===== src/rtl/command_arbiter.sv =====
// Two-requester command arbiter: grants read/write requests against PSL credits and tags.
// Optional response-tag checking is enabled by defining COMMAND_ARBITER_TAG_CHECK_EN.
module command_arbiter #(
    parameter int NTAGS    = 16,
    parameter int CMD_SIZE = 128
) (
    input  logic              clock,
    input  logic              reset_n,
    input  logic              enable,
    input  logic [7:0]        croom,
    input  logic              rd_valid,
    input  logic [63:0]       rd_addr,
    output logic              rd_ready,
    output logic [7:0]        rd_tag,
    input  logic              wr_valid,
    input  logic [63:0]       wr_addr,
    output logic              wr_ready,
    output logic [7:0]        wr_tag,
    output logic              cmd_valid,
    output logic [12:0]       cmd_com,
    output logic [7:0]        cmd_tag,
    output logic [63:0]       cmd_ea,
    output logic [11:0]       cmd_size,
    input  logic              rsp_valid,
    input  logic [7:0]        rsp_tag,
    input  logic signed [8:0] rsp_credits,
    output logic              idle,
    output logic              tag_error
);

    localparam int TW = (NTAGS > 1) ? $clog2(NTAGS) : 1;
    localparam logic [7:0]  NTAGS_B = 8'(NTAGS);
    localparam logic [12:0] COM_RD  = 13'h0A00;
    localparam logic [12:0] COM_WR  = 13'h0D00;

    typedef enum logic [1:0] {
        S_IDLE,
        S_LOAD,
        S_RUN,
        S_DRAIN
    } state_t;

    state_t            state_q, state_d;
    logic [NTAGS-1:0]  busy_q, busy_d;
    logic signed [8:0] credits_q, credits_d;
    logic              prio_wr_q, prio_wr_d;
    logic              cmd_valid_q, cmd_valid_d;
    logic [12:0]       cmd_com_q, cmd_com_d;
    logic [7:0]        cmd_tag_q, cmd_tag_d;
    logic [63:0]       cmd_ea_q, cmd_ea_d;
    logic [11:0]       cmd_size_q;

    logic [TW-1:0]     free_idx;
    logic              any_free;
    logic              can_issue;
    logic              acc_rd, acc_wr, acc;
    logic [TW-1:0]     rsp_idx;
    logic              rsp_in_range;
    logic              rsp_ok;

    // Lowest-index free tag from the pre-update busy vector.
    always_comb begin
        any_free = 1'b0;
        free_idx = '0;
        for (int i = NTAGS - 1; i >= 0; i--) begin
            if (!busy_q[i]) begin
                any_free = 1'b1;
                free_idx = TW'(i);
            end
        end
    end

    // A response only counts when it names an in-range, outstanding tag.
    always_comb begin
        rsp_idx      = rsp_tag[TW-1:0];
        rsp_in_range = rsp_tag < NTAGS_B;
        rsp_ok       = rsp_valid && rsp_in_range && busy_q[rsp_idx];
    end

    // FSM state register.
    always_ff @(posedge clock) begin
        if (!reset_n) begin
            state_q <= S_IDLE;
        end else begin
            state_q <= state_d;
        end
    end

    // FSM next-state logic.
    always_comb begin
        state_d = state_q;
        unique case (state_q)
            S_IDLE:  if (enable) state_d = S_LOAD;
            S_LOAD:  state_d = S_RUN;
            S_RUN:   if (!enable) state_d = S_DRAIN;
            S_DRAIN: begin
                if (enable) begin
                    state_d = S_RUN;
                end else if (busy_q == '0) begin
                    state_d = S_IDLE;
                end
            end
            default: state_d = S_IDLE;
        endcase
    end

    // FSM outputs: round-robin grant, at most one ready per cycle.
    always_comb begin
        can_issue = (state_q == S_RUN) && (credits_q > 9'sd0) && any_free;
        rd_ready  = can_issue && rd_valid && (!wr_valid || !prio_wr_q);
        wr_ready  = can_issue && wr_valid && (!rd_valid || prio_wr_q);
        idle      = (state_q == S_IDLE) && (busy_q == '0);
        rd_tag    = 8'(free_idx);
        wr_tag    = 8'(free_idx);
    end

    assign acc_rd = rd_valid && rd_ready;
    assign acc_wr = wr_valid && wr_ready;
    assign acc    = acc_rd || acc_wr;

    // Next-state for tags, credits, priority and the registered command.
    always_comb begin
        busy_d = busy_q;
        if (rsp_ok) busy_d[rsp_idx] = 1'b0;
        if (acc) busy_d[free_idx] = 1'b1;

        credits_d = (state_q == S_LOAD) ? $signed({1'b0, croom}) : credits_q;
        if (acc) credits_d = credits_d - 9'sd1;
        if (rsp_ok) credits_d = credits_d + rsp_credits;

        prio_wr_d = prio_wr_q;
        if (acc_rd) prio_wr_d = 1'b1;
        if (acc_wr) prio_wr_d = 1'b0;

        cmd_valid_d = acc;
        cmd_com_d   = cmd_com_q;
        cmd_tag_d   = cmd_tag_q;
        cmd_ea_d    = cmd_ea_q;
        if (acc_rd) begin
            cmd_com_d = COM_RD;
            cmd_tag_d = 8'(free_idx);
            cmd_ea_d  = rd_addr;
        end else if (acc_wr) begin
            cmd_com_d = COM_WR;
            cmd_tag_d = 8'(free_idx);
            cmd_ea_d  = wr_addr;
        end
    end

    // Datapath registers.
    always_ff @(posedge clock) begin
        if (!reset_n) begin
            busy_q      <= '0;
            credits_q   <= '0;
            prio_wr_q   <= 1'b0;
            cmd_valid_q <= 1'b0;
            cmd_com_q   <= '0;
            cmd_tag_q   <= '0;
            cmd_ea_q    <= '0;
            cmd_size_q  <= 12'(CMD_SIZE);
        end else begin
            busy_q      <= busy_d;
            credits_q   <= credits_d;
            prio_wr_q   <= prio_wr_d;
            cmd_valid_q <= cmd_valid_d;
            cmd_com_q   <= cmd_com_d;
            cmd_tag_q   <= cmd_tag_d;
            cmd_ea_q    <= cmd_ea_d;
            cmd_size_q  <= 12'(CMD_SIZE);
        end
    end

    assign cmd_valid = cmd_valid_q;
    assign cmd_com   = cmd_com_q;
    assign cmd_tag   = cmd_tag_q;
    assign cmd_ea    = cmd_ea_q;
    assign cmd_size  = cmd_size_q;

`ifdef COMMAND_ARBITER_TAG_CHECK_EN
    logic tag_err_q;

    // Sticky flag for responses naming an unknown or idle tag.
    always_ff @(posedge clock) begin
        if (!reset_n) begin
            tag_err_q <= 1'b0;
        end else if (rsp_valid && !rsp_ok) begin
            tag_err_q <= 1'b1;
        end
    end

    assign tag_error = tag_err_q;
`else
    assign tag_error = 1'b0;
`endif

endmodule


===== config.mk =====
export PLATFORM = sky130hd
export DESIGN_NAME = command_arbiter
export DESIGN_NICKNAME = d
export VERILOG_FILES = /design/src/rtl/command_arbiter.sv
export SDC_FILE = /design/constraint.sdc
export NUM_CORES = 1
export LEC_CHECK = 0
export ABC_AREA = 1
export BUFFER_PORTS_ARGS = -buffer_cell sky130_fd_sc_hd__buf_4
export CAP_MARGIN = 40
export CORE_MARGIN = 2
export CORE_UTILIZATION = 46
export DETAILED_ROUTE_END_ITERATION = 8
export GPL_ROUTABILITY_DRIVEN = 0
export PLACE_DENSITY = 0.81
export SLEW_MARGIN = 0
export SYNTH_ARGS = -nofsm -noshare
export SYNTH_HDL_FRONTEND = slang
export SYNTH_SLANG_ARGS = --single-unit

===== constraint.sdc =====
create_clock -name clock -period 3.3 [get_ports clock]
set_input_delay 0.495 -clock clock [delete_from_list [all_inputs] [get_ports clock]]
set_output_delay 0.495 -clock clock [all_outputs]
set_load 0.01 [all_outputs]

== After elaboration in Yosys (flattened, before gate mapping) ==
Cells that the tools add are included.

* Register bits: 100
* Input port bits: 159
* Output and inout bits: 118
* Logic and storage cells: 106

* $add $sub $neg: 2
* $lt $le $gt $ge: 6
* Equal/unequal tests: 6
* Multiplexer cells: 54
* Bitwise gates (word level): 4
* Reductions and logical operators: 25

{| class="wikitable"
|+ Operators with widths
! kind !! number
|-
| two-way mux 64 bit || 2
|-
| two-way mux 4 bit || 18
|-
| two-way mux 16 bit || 2
|-
| two-way mux 9 bit || 3
|-
| two-way mux 12 bit || 2
|-
| two-way mux 1 bit || 19
|-
| bitwise AND 16 bit || 1
|-
| logical NOT 16 bit || 1
|-
| NOT 16 bit || 1
|-
| bitwise OR 16 bit || 1
|-
| logical AND 1 bit || 13
|-
| < comparator 4 x 5 -> 1 bit, second input constant || 2
|-
| adder 9 bit || 1
|-
| > comparator 9 x 1 -> 1 bit, second input constant || 1
|-
| subtractor 9 x 2 -> 9 bit, second input constant || 1
|-
| demux 1 bit (select 4 bit) || 2
|-
| >= comparator 4 x 1 -> 1 bit, second input constant || 2
|-
| < comparator 8 x 5 -> 1 bit, second input constant || 1
|-
| two-way mux 2 bit || 4
|-
| one-hot mux 2 bit (4 select lines) || 1
|-
| binary-select mux 1 bit (select 4 bit) || 1
|-
| == test 2 bit, second input constant || 2
|-
| inequality test 2 bit, second input constant || 2
|-
| OR reduction 2 bit || 2
|-
| 8 further kinds || 12
|}

== Logic depth before layout (Yosys ltp) ==
Gate-level depths: netlist (run 1).

* Depth after elaboration: 24
* Mapped depth: 23
* Depth with buffers taken out: 23

== Worst setup path after synthesis (run 1) ==
No wires, ideal clock.

* Path kind: register to register
* From: register busy_q[0]
* To: register credits_q[8]
* Library setup time: 0.113 ns
* Arrival: 2.824 ns
* Required time: 3.187 ns
* Slack: 0.363 ns
* Stages on the path, launching flop included: 22
* Buffers on the path: 2
* Period minus slack after synthesis: 2.937 ns
* Cells stage by stage: dfxtp_1 buf_2 nand4_2 nor2_1 nand2_1 and2_4 nand3_2 nand2_4 buf_6 xnor2_1 ha_1 fa_1 nand2_1 inv_1 o21ai_0 nand2_1 nand2_1 o311ai_0 a21oi_1 o21ai_0 nor2_1 nor2_1

* Cells in the longest elaborated chain, start to end: 9
* Elaborated cells on any way between the ends: 15
* Classes of those cells: 1 x add/sub; 5 x mux; 9 x reduce/logical

{| class="wikitable"
|+ RTL lines
! what !! line !! text
|-
| start: declaration || 44 || <nowiki>logic [NTAGS-1:0] busy_q, busy_d;</nowiki>
|-
| start signal: assignment || 162 || <nowiki>busy_q <= busy_d;</nowiki>
|-
| two-way mux 1 bit || 66 || <nowiki>if (!busy_q[i]) begin</nowiki>
|-
| logical AND 1 bit || 109 || <nowiki>can_issue = (state_q == S_RUN) && (credits_q > 9'sd0) && any_free;</nowiki>
|-
| logical AND 1 bit (on tied branches) (2 in series) || 110, 111 ||
|-
| logical AND 1 bit (on tied branches) || 117, 118 ||
|-
| logical OR 1 bit || 119 || <nowiki>assign acc = acc_rd || acc_wr;</nowiki>
|-
| two-way mux 9 bit || 128 || <nowiki>if (acc) credits_d = credits_d - 9'sd1;</nowiki>
|-
| adder 9 bit || 129 || <nowiki>if (rsp_ok) credits_d = credits_d + rsp_credits;</nowiki>
|-
| two-way mux 9 bit * || 129 ||
|-
| end signal: assignment || 163 || <nowiki>credits_q <= credits_d;</nowiki>
|-
| end: declaration || 45 || <nowiki>logic signed [8:0] credits_q, credits_d;</nowiki>
|}

Every way passes the cells marked *; elsewhere a longest branch is shown, timed or not. The select of a mux whose other input is x is not followed.
A chain may end at the register's enable or synchronous reset.

== Worst setup path in the final report (run 1) ==
* From: register busy_q[13]
* To: register credits_q[6]

* Cells in the longest elaborated chain, start to end: 22
* Elaborated cells on any way between the ends: 28
* Classes of those cells: 1 x add/sub; 18 x mux; 9 x reduce/logical

{| class="wikitable"
|+ RTL lines
! what !! line
|-
| two-way mux 1 bit (14 in series) || 66
|-
| logical AND 1 bit || 109
|-
| logical AND 1 bit (on tied branches) (2 in series) || 110, 111
|-
| logical AND 1 bit (on tied branches) || 117, 118
|-
| logical OR 1 bit || 119
|-
| two-way mux 9 bit || 128
|-
| adder 9 bit || 129
|-
| two-way mux 9 bit * || 129
|}

Marks and branches as above.

==> results of run 1 <==
[worst max-delay path, stage by stage (launching register included)]
cell and delay, ps:
dfxtp_2 370, nand4_1 150, nor2_2 160, nand2_1 90, and2_4 170, nand2_2 90
nand2_4 100, xnor2_1 160, ha_1 230, fa_1 390, nand2_1 70, inv_1 40
o21ai_0 150, nand2_1 120, a21oi_1 150, o21ai_0 120, a21oi_1 150, o21ai_0 110
a21oi_1 130
[metrics by stage]
step / total power [mW] / hold WS (ps) / cell area [µm²] / setup WS [ps]
after global routing: 3.30 / 429 / 7480 / 9.05
after floorplan: 1.80 / 454 / 5480 / 363
final: 3.15 / 423 / 7480 / 285
after global placement: 2.09 / 453 / 7150 / 186
after CTS: 3.14 / 419 / 7440 / 113
after detailed placement: 2.10 / 463 / 7150 / 112
[synthesized netlist by cell type, types with 2 or more instances]
library cell and instances:
buf_2 13, clkbuf_1 14, inv_1 49, a31oi_1 46
dfxtp_1 100, o21bai_1 2, nand4_1 14, o21ai_0 52
a21oi_1 37, xor2_1 5, buf_6 4, nand3_1 35
nand2_2 6, nor2_1 26, inv_2 3, a22oi_1 8
or4_1 4, o31ai_1 3, buf_4 42, nand2_1 226
nor2_2 5, nor4_1 2, conb_1 2, ha_1 9
mux2i_1 18, nor3_1 5, xnor2_1 2
[cell usage in the layout (no fill, tap or decap), types with 3 or more instances in the layout]
master and n:
o21ai_0 49, inv_2 3, buf_4 260, mux2i_1 18, dfxtp_2 6, conb_1 34
inv_1 49, a22oi_1 8, a21oi_1 36, ha_1 9, a31oi_1 46, nor2_2 7
dfxtp_1 94, clkbuf_16 9, nand3_1 35, nor3_1 5, xor2_1 5, o21ai_1 3
nor2_1 24, nand4_1 14, nand2_1 226, nand2_2 6, or4_1 4, o31ai_1 3
[routing by layer]
metal | vias to the layer above | global-route usage | wire length, µm
met5 | - | 0 | 0
met1 | 2685 | 0.318 | 6820
met4 | 0 | 0.0992 | 428
met2 | 269 | 0.463 | 8490
li1 | 2894 | - | -
met3 | 34 | 0.0729 | 1500
[worst min-delay path by stage]
stage                  to  cells past startpoint  slack (ps)   startpoint
5_1_grt        cmd_ea[18]                      3         430  wr_addr[18]
6_report       cmd_ea[15]                      3         420  rd_addr[15]
4_1_cts        cmd_ea[15]                      3         420  rd_addr[15]
2_1_floorplan   prio_wr_q                      2         450    prio_wr_q
3_3_place_gp   cmd_tag[2]                      2         450   cmd_tag[2]
3_5_place_dp   cmd_com[9]                      2         460   cmd_com[9]
[logic make-up (layout without fill, tap and decap cells)]
kind of cell	Yosys count	count (layout)	share of synthesized area
and+or+nand+nor	329	329	0.262
AOI/OAI and AO/OA	154	154	0.164
buffers and inverters	129	332	0.129
DFF	100	100	0.374
muxes	18	18	0.0336
adders and majority gates	10	10	0.0247
xor gates and xnor gates	7	7	0.0114
other	2	34	0.00140
[layout make-up]
class                           instances  area (µm²)
Clock inverter                          6        53.8
Fill cell                            1025        3890
Timing Repair Buffer                  262        1990
Sequential cell                       100        2010
Multi-Input combinational cell        552        2800
Tap cell                              143         179
Clock buffer                           10         239
Inverter                               54         205
[flip-flops by register name, indices dropped and copies added, names as in the netlist]
name / flops
prio_wr_q: 1
state_q: 2
cmd_valid: 1
cmd_tag: 4
cmd_ea: 64
cmd_com: 3
credits_q: 9
busy_q: 16
[power groups by stage]
stage / Sequential (mW) / Clock (mW) / Combinational (mW)
2_1_floorplan: 1.36 / 0 / 0.442
3_3_place_gp: 1.34 / 0 / 0.752
3_5_place_dp: 1.34 / 0 / 0.766
4_1_cts: 1.31 / 1.06 / 0.768
5_1_grt: 1.32 / 1.11 / 0.872
6_report: 1.31 / 1.05 / 0.790
[timing repair]
action,4_1_cts,5_1_grt
hold buffers,0,0
endpoints found under the setup margin,0,3
setup buffers,0,2
resized for setup,0,14
==> reports/qor.yml, run 1 <==
status:
  status: "complete, no violations"
pwr:
  p_per_area_nw_per_um2: 421
  intPower_mw: 2.19
  pwr-share-clk: 0.333
  p_leak_nw: 3.58
  ir_drop_v: 0.000264
  p_sw_frac: 0.306
  p_sw_uw: 964
  p_comb_frac: 0.251
  p_seq_frac: 0.416
logic_synthesis:
  yosysWarnings: 0
  yosysTopAreaCellShare: 0.374
  synth_cell_types: 44
  synth_seq_cells: 100
  syn_area_per_cell_um2: 7.15
  async_flop_share: 0
  syn_inst: 749
  ys.flop_type: "dfxtp_1"
  netlist_area_um2: 5360
  synth_edf_count: 0
  synth_top_area_cell: "dfxtp_1"
  ys_seq_area_frac: 0.374
  ys_top_cells_by_area: "dfxtp_1, nand2_1, buf_4"
worst_setup_path:
  r2r_cells: 18
  startpoint: "busy_q[13]"
  endpoint: "credits_q[6]"
  crit_required_ps: 3570
  r2r-end: "credits_q[6]"
  cp-start-kind: "register"
  arrival_ps: 3280
  r2r_slack_ps: 290
  reg2reg_from: "busy_q[13]"
  critPathKind: "reg -> reg"
  path_max_fanout: 6
  cp-end-kind: "register"
route:
  ant_nets: 0
  viasPerCell: 5.22
  drt-initial-drc-count: 416
  dr_total_vias: 5882
  drc: 0
  wl_um: 17200
  first_pass_iters: 5
  routedWlPerCell_um: 15.3
worst_hold_path:
  holdCritPathClass: "in -> reg"
timing:
  min_period_ps: 3010
  max_freq_mhz: 332
  slew-limit-headroom: 0.553
  tightest_slew_ps: 670
  hold_viol: 0
  rsz0062_at_grt: "no"
  skew_ps: 15.0
  drv_slew: 0
  fin_setup_tns_ps: 0
  finalCritPeriodShare: 0.914
  setup_viol: 0
cells_and_area:
  post-route-util: 0.658
  layout-drive-gt1-share: 0.315
  instances_no_fill: 1127
  area_growth_pct: 39.5
  fin_nets: 1148
  antenna_cells: 0
die:
  die-area_um2: 12500
  ios: 277
  start_util: 0.471
  dieWidth_um: 112
  die_h_um: 112
  rows: 39
  core_area_um2: 11400
job:
  max_cap_viol_count: 0
clocking:
  clkSinkCount: 100
  clk-insertion-delay-late_ps: 340
  tritoncts.num_buffers: 9
  tritoncts: "built"
  clkTransAtPathRegs_ps: 80
  htree_levels: 3
  clock_tree.root_cell: "clkbuf_16"
  cts_max_path_buffers: 2
global_routing:
  grt_max_degree: 64
  grt_pass1_vias: 5574
  grt_pass1_wl_um: 27200
  antenna_found_initial: 0
  grt.overflow.total: 0
  track_usage: 0.267
placement:
  dp_hpwl_um: 13100
  placed_cells: 1109
  io_buffer_count: 242
(Power assumes the default switching activity.)
==> run 2: changes to the inputs <==
==> constraint.sdc (replaced) <==
create_clock -name clock -period 3.3 [get_ports clock]
set_input_delay 0.66 -clock clock [delete_from_list [all_inputs] [get_ports clock]]
set_output_delay 0.66 -clock clock [all_outputs]
set_load 0.01 [all_outputs]
==> run 2 against run 1 <==
Against the previous run: sequential power is essentially flat; clock skew fell by 5.3 ps; maximum frequency decreased by 1.4%; via count increased by 1.3%; first-iteration DRC count fell by 14%; global-route usage down 0.050 points; sequential share of layout area down 0.42 points; critical path depth rose by 2; highest routed layer unchanged.
==> reports/qor.yml, run 2 (same netlist as run 1, synthesis figures left out) <==
global_routing:
  track_usage: 0.267
  antenna_found_initial: 0
  grt_pass1_vias: 5523
  grt_pass1_wl_um: 27200
  grt.overflow.total: 0
  grt_max_degree: 68
worst_setup_path:
  r2r_slack_ps: 240
  r2r_cells: 20
  cp-end-kind: "register"
  cpMaxStageDelayCell: "fa_1"
  cp-start-kind: "register"
  cp_common_cell: "nand2_1"
  crit_required_ps: 3570
  path_cells: "nand4_1 -> nor2_2 -> nand2_1 -> and2_4 -> nand2_4 -> nand2_8 -> xnor2_1 -> ha_1 -> fa_1 -> nand2_1 -> inv_1 -> o21ai_0 -> nand2_1 -> nand2_1 -> o311ai_1 -> a21oi_1 -> o21ai_1 -> nand2_1 -> nand2_1 -> nor2_1"
  reg2reg_from: "busy_q[10]"
  path_max_fanout: 6
  critPathKind: "reg -> reg"
  arrival_ps: 3330
  startpoint: "busy_q[10]"
  critPathMaxStageDelay_ps: 400
job:
  max_cap_viol_count: 0
placement:
  dp_hpwl_um: 12900
  place_area_um2: 7170
  pre_cts_ws_ps: -25.7
  io_buffer_count: 242
clocking:
  clk-insertion-delay-late_ps: 340
  hold_buffers: 0
  tritoncts: "built"
  htree_levels: 3
  clkSinkCount: 100
  cts_max_path_buffers: 2
  clkTransAtPathRegs_ps: 60
  tritoncts.num_buffers: 9
  clock_tree.root_cell: "clkbuf_16"
worst_hold_path:
  hold_depth: 2
  min-delay-start: "cmd_tag[2]"
  holdCritPathClass: "reg -> reg"
die:
  die-area_um2: 12500
  core_area_um2: 11400
  dieWidth_um: 112
  rows: 39
  die_h_um: 112
  start_util: 0.471
  ios: 277
cells_and_area:
  layout_common_cells: "buf_4, nand2_1, dfxtp_1"
  fin_nets: 1156
  area_growth_pct: 41.3
  largest_reg_flops: 64
  layout-drive-gt1-share: 0.313
  fillCellCount: 1019
  final_common_cell: "buf_4"
  antenna_cells: 0
  fin_area_um2: 7570
route:
  drc: 0
  drt-initial-drc-count: 356
  wl_um: 17500
  routedWlPerCell_um: 15.4
  dr_total_vias: 5957
  ant_nets: 0
  first_pass_iters: 5
  viasPerCell: 5.25
pwr:
  pwr-share-clk: 0.362
  p_comb_frac: 0.240
  ir_drop_v: 0.000286
  p_sw_uw: 918
  p_leak_nw: 3.64
  p_sw_frac: 0.278
  p_per_area_nw_per_um2: 436
  p_seq_frac: 0.399
  power_mw: 3.30
  intPower_mw: 2.38
timing:
  min_period_ps: 3060
  hold-worst-slack_ps: 467
  drv_slew: 0
  max_freq_mhz: 327
  hold_viol: 0
  slew-limit-headroom: 0.516
  setup_viol: 0
  tightest_slew_ps: 726
  setup_ws_ps: 242
  rsz0062_at_grt: "no"
  skew_ps: 9.72
  finalCritPeriodShare: 0.927
status:
  status: "complete, no violations"
## run 2: repair_timing
action / 4_1_cts / 5_1_grt
resized for setup: 0 / 12
buffers inserted: 0 / 4
hold endpoints to repair: 0 / 0
setup endpoints to repair: 0 / 3
## run 2: layout make-up
type	count	area [µm²]	area share
multi-input combinational	552	2820	0.372
timing repair buffer	270	2030	0.268
sequential	100	2000	0.265
clock buffer	10	229	0.0302
inverter	54	205	0.0271
tap	143	179	0.0236
clock inverter	6	111	0.0147
## run 2: metrics by stage
stage / setup TNS [ps] / utilization / std cells
after floorplan: 0 / - / 781
after global placement: 0 / 0.630 / 1115
after detailed placement: -25.7 / 0.630 / 1115
after CTS: 0 / 0.660 / 1131
after global routing: 0 / 0.666 / 1135
final: 0 / 0.666 / 1135
## run 2: final timing paths
kind | to
hold reg to reg | cmd_tag[2]
setup / recovery | credits_q[8]
hold / removal | cmd_tag[2]
setup reg to reg | credits_q[8]
## run 2: layer usage
metal	track usage	share of wire	vias up
met5	0	0	-
met4	0.0886	0.020	0
met3	0.0653	0.10	27
met2	0.443	0.49	330
met1	0.342	0.39	2692
li1	-	-	2908
## run 2: power by group through the flow
stage	Combinational (mW)	Clock, mW	Sequential, mW
after CTS	0.769	1.21	1.31
final	0.791	1.19	1.31
after floorplan	0.442	0	1.36
after detailed placement	0.763	0	1.34
after global routing	0.874	1.26	1.32
after global placement	0.752	0	1.34
## run 2: critical path: cells and delay by family, from the launching register on
family / cells / cell delay (ps)
xor gates and xnor gates: 1 / 150
buffers and inverters: 1 / 50
DFF: 1 / 370
and+or+nand+nor: 12 / 1220
AOI/OAI and AO/OA: 4 / 550
adders and majority gates: 2 / 630
